$ cat config.mk
export PLATFORM = sky130hd
export DESIGN_NAME = planificador_ascensor
export DESIGN_NICKNAME = d
export VERILOG_FILES = /design/src/rtl/planificador_ascensor.sv
export SDC_FILE = /design/constraint.sdc
export NUM_CORES = 1
export LEC_CHECK = 0
export CAP_MARGIN = 20
export CORE_MARGIN = 1.5
export CORE_UTILIZATION = 50
export CTS_BUF_LIST = sky130_fd_sc_hd__clkbuf_2
export DETAILED_ROUTE_END_ITERATION = 8
export MAX_ROUTING_LAYER = met4
export PLACE_DENSITY = 0.83
export SYNTH_ARGS = -nofsm -noshare
export SYNTH_HDL_FRONTEND = slang
export SYNTH_SLANG_ARGS = --single-unit
$ cat constraint.sdc
create_clock -name clk -period 3.2 [get_ports clk]
set_input_delay 0.64 -clock clk [delete_from_list [all_inputs] [get_ports clk]]
set_output_delay 0.64 -clock clk [all_outputs]
set_load 0.03 [all_outputs]
$ cat src/rtl/planificador_ascensor.sv
// planificador_ascensor: pending-call register and travel/door sequencing for a 4-floor car
module planificador_ascensor #(
   parameter int T_PISO = 16
) (
   input  logic       clk,
   input  logic       reset_n,
   input  logic [9:0] botones,
   input  logic [1:0] puertas,
   input  logic       trabajando,
   output logic [9:0] solicitudes,
   output logic [3:0] estado,
   output logic [1:0] motor
);
   typedef enum logic [1:0] {REPOSO, MOVIENDO, PUERTAS} estado_t;
   localparam logic [7:0] FIN = 8'(T_PISO - 1);
   estado_t st, st_n;
   logic [9:0] sol, clr;
   logic [7:0] cnt, cnt_n;
   logic [1:0] piso, piso_n, nf;
   logic dir, dir_n, abierto, abierto_n, prev_ab;
   function automatic logic [9:0] mp(input logic [1:0] f);
      return f == 2'd0 ? 10'h041 : f == 2'd1 ? 10'h086 : f == 2'd2 ? 10'h118 : 10'h220;
   endfunction
   function automatic logic [9:0] ma(input logic [1:0] f, input logic d);
      return (10'h040 << f) | (f == 2'd0 ? 10'h001 : f == 2'd3 ? 10'h020 :
             f == 2'd1 ? (d ? 10'h004 : 10'h002) : (d ? 10'h010 : 10'h008));
   endfunction
   // all request bits strictly beyond floor f in direction d
   function automatic logic [9:0] me(input logic [1:0] f, input logic d);
      logic [9:0] m;
      m = '0;
      for (int g = 0; g < 4; g++)
         if (d ? g < int'(f) : g > int'(f)) m |= mp(2'(g));
      return m;
   endfunction
   always_comb begin
      st_n = st;
      piso_n = piso;
      dir_n = dir;
      cnt_n = cnt;
      abierto_n = abierto;
      clr = '0;
      nf = dir ? piso - 2'd1 : piso + 2'd1;
      case (st)
         REPOSO: begin
            cnt_n = '0;
            if (puertas == 2'b00 && !trabajando) begin
               if (|(sol & (ma(piso, dir) | ma(piso, !dir)))) begin
                  st_n = PUERTAS;
                  dir_n = (!(|(sol & ma(piso, dir) & 10'h03f)) && |(sol & ma(piso, !dir) & 10'h03f)) ? !dir : dir;
               end else if (|(sol & me(piso, 1'b0)) && !(|(sol & me(piso, 1'b1)) && dir)) begin
                  st_n = MOVIENDO;
                  dir_n = 1'b0;
               end else if (|(sol & me(piso, 1'b1))) begin
                  st_n = MOVIENDO;
                  dir_n = 1'b1;
               end
            end
         end
         MOVIENDO: begin
            cnt_n = cnt + 8'd1;
            if (cnt == FIN) begin
               cnt_n = '0;
               piso_n = nf;
               if (|(sol & ma(nf, dir)) || (dir ? nf == 2'd0 : nf == 2'd3) || sol == '0)
                  st_n = PUERTAS;
               else if (!(|(sol & me(nf, dir))) && |(sol & ma(nf, !dir))) begin
                  st_n = PUERTAS;
                  dir_n = !dir;
               end
            end
         end
         PUERTAS: begin
            if (puertas == 2'b01 && !prev_ab) begin
               clr = ma(piso, dir);
               abierto_n = 1'b1;
            end else if (abierto && puertas == 2'b00 && !trabajando) begin
               abierto_n = 1'b0;
               st_n = REPOSO;
            end
         end
         default: st_n = REPOSO;
      endcase
   end
   always_ff @(posedge clk) begin
      if (!reset_n) begin
         st <= REPOSO;
         sol <= '0;
         piso <= '0;
         dir <= 1'b0;
         cnt <= '0;
         abierto <= 1'b0;
         prev_ab <= 1'b0;
      end else begin
         st <= st_n;
         sol <= (sol | botones) & ~clr;
         piso <= piso_n;
         dir <= dir_n;
         cnt <= cnt_n;
         abierto <= abierto_n;
         prev_ab <= puertas == 2'b01;
      end
   end
   assign solicitudes = sol;
   assign estado = {st == MOVIENDO, dir, piso};
   assign motor = st != MOVIENDO ? 2'b00 : dir ? 2'b10 : 2'b01;
endmodule

==> out/summary.txt <==
Remaining antenna violation count - 0
Leakage - 0.000732 uW
Setup total negative slack - 0 ps
Clk_lat worst skew - 370 ps
Max Clock Skew - 25.4 ps
Row cnt - 20
VDD IR max - 0.260 mV
Nets - 242
Drt total wl - 3.85 mm
#FFs+latches synth - 25
CP peak stage delay - 650 ps
Hold Crit Class - reg -> reg
Number of CTS-inserted buffers - 3
Starting Density - 51.9%
GRT Total Usage - 24.4%
Placer Congestion - 0.889
Final design utilization - 63.2%
CTS tree - done
Sequential share of power - 57.0%
Syn Area/Cell - 8.19 sq um
Setup ws final - 347 ps
Synth top area share - 31.8%
CP max-delay cell - dfxtp_1
Syn Nets - 214
Fin crit period - 2850 ps
Chip height - 59.1 um
Buffers on Ports - 30
P_int - 422 uW
Number of library cell types mapped by synthesis - 49
Pins Over Slew Limit - 0
Antenna violations before repair - 0
Sw Ratio - 30.8%
Total gr overflow - 0
Post-synth EDFFs - 0
First-pass GRT wire length - 6.38 mm
# fillers - 276
Core box area - 3030 sq um
H-Tree Depth - 1
Top_reg_cell synth - dfxtp_1
Main area contributors after synthesis - dfxtp_1, ha_1, a21oi_1, nor2_1, o21ai_0
Power density over the cells - 319 nW/um^2
Clock Power Share - 21.4%
Die X - 59.1 um
Via count - 1568
Die Area - 3490 sq um
Antenna cells - 0
Net Switching - 188 uW
Tightest Pin Transition - 651 ps
Synth-to-Final Area Change - 21.6%
Yosys warnings - 0
Io pins - 31
Tcrit/Tclk final - 89.2%
CTS sink cnt - 25
CP max FO - 15
Setup Viol. Count Final - 0
Fmax - 0.351 GHz
Post-CTS setup buffer count - 0
Fraction of layout cells with a size suffix above 1 - 6.39%
Post-synthesis sequential area ratio - 31.8%
Final Hold Vio Count - 0
Vias in the first global route - 1318
WP data required - 2560 ps
Hold-fix buffers at CTS - 0
Setup CP Type - reg -> out
Nature of the critical path startpoint - register
Critical Path End Type - output port
Clock-pin slew on the worst setup and hold paths - 250 ps
Routed WL per cell - 14.6 um
Post-DP HPWL - 2.72 mm
Drt drc - 0
Worst EP arrival - 2210 ps
CTS Buffer Depth - 2
Pre-CTS setup slack - 587 ps
Worst-path cell chain - nand2b_1 -> inv_2 -> and2_1 -> clkdlybuf4s50_1
Combinational share of power - 21.6%
Max Cap Viol - 0
Pin count of the biggest net entering global routing - 19
Post-synthesis instance total - 192
Initial drt markers - 120
Unrepaired setup endpoints after global routing - no
Mean number of vias per cell - 5.96
Post-Syn Area - 1570 sq um
Async S/R FF share, synth - 0%
CTS root buffer - clkbuf_2
TritonRoute pass-1 iters - 4
# resized after CTS - 0
Post-synth top area cell - dfxtp_1
Status - finished, final reports clean
Max_slew headroom - 56.3%
-- final cells by class --
type	count	area [sq um]	area share [%]
multi-input cells	153	1000	52.5
well taps	44	55.1	2.88
inverters	5	18.8	0.981
repair buffers	32	315	16.5
flip-flops and latches	25	500	26.2
clock buffers	4	20.0	1.05
-- worst max-delay path: cells and delay by family (launching register included) --
kind,cells,cell delay [ps]
buffers and inverters,2,710
flip-flops,1,650
AND/OR/NAND/NOR,2,460
-- power by group through the flow --
stage	Combinational, uW	Clock [uW]	Sequential (uW)
CTS	131	133	347
global placement	128	0	353
detailed placement	130	0	353
finish	132	130	347
floorplan	67.2	0	362
global route	142	146	351
-- worst paths after layout --
| path | end | slack, ps | depth (start not counted) | from |
|---|---|---|---|---|
| max | motor[1] | 350 | 4 | st[1] |
| max reg2reg | st[1] | 520 | 8 | piso[1] |
| min | solicitudes[6] | 510 | 2 | solicitudes[6] |
| min reg2reg | solicitudes[6] | 510 | 2 | solicitudes[6] |
-- metal layers --
metal / GRT usage, % / routed length (um) / vias to the layer above
met3: 4.15 / 227 / 6
met2: 34.0 / 1790 / 68
met4: 8.12 / 64 / 0
li1: - / - / 766
met5: - / 0 / -
met1: 35.6 / 1770 / 728
-- synth_stat cells, types with 2 or more instances --
cell / instances
dfxtp_1: 25
nor2_1: 21
a21oi_1: 17
o21ai_0: 13
nand2_1: 10
nor3_1: 8
ha_1: 7
clkbuf_1: 5
nand3_1: 5
a31oi_1: 4
and3_1: 4
inv_1: 4
mux2i_1: 4
nand2b_1: 4
nand3b_1: 4
o21ai_1: 4
o221ai_1: 4
or3_1: 4
a22oi_1: 3
nor2b_1: 3
o31ai_1: 3
a21o_1: 2
buf_4: 2
nor3b_1: 2
o211ai_1: 2
o21a_1: 2
or2_2: 2
or3b_1: 2
or4_1: 2
-- layout by cell type, fill, tap and decap left out, types with 2 or more instances in the layout --
master           count
clkdlybuf4s50_1     30
dfxtp_1             25
nor2_1              21
a21oi_1             17
o21ai_0             13
nand2_1             10
nor3_1               8
ha_1                 7
nand3_1              5
inv_1                4
nand2b_1             4
o21ai_1              4
and3_1               4
a31oi_1              4
or3_1                4
mux2i_1              4
o221ai_1             4
nand3b_1             4
clkbuf_2             4
a22oi_1              3
nor2b_1              3
o31ai_1              3
or4_1                2
nor3b_1              2
or2_2                2
o211ai_1             2
or3b_1               2
a21o_1               2
o21a_1               2
buf_4                2
-- per-stage QoR --
step	cells	area, sq um	total power [uW]	hold WS (ps)
2_1_floorplan	192	1570	429	448
3_3_place_gp	259	1890	481	459
3_5_place_dp	259	1890	482	483
4_1_cts	263	1910	612	511
5_1_grt	263	1910	639	538
6_report	263	1910	609	515
-- cells by family after synthesis --
group | synth area share, %
mux | 4.69
compound gates | 25.6
fa+ha+maj | 5.57
simple gates | 26.8
xor+xnor | 1.11
buf+inv | 4.37
flops | 31.8
-- flip-flops by register name, summed over array words and instances, names as in the netlist --
name,cells
solicitudes,10
cnt,8
piso,2
st,2
abierto,1
dir,1
prev_ab,1
No activity file was read; power rests on OpenSTA's default activity.
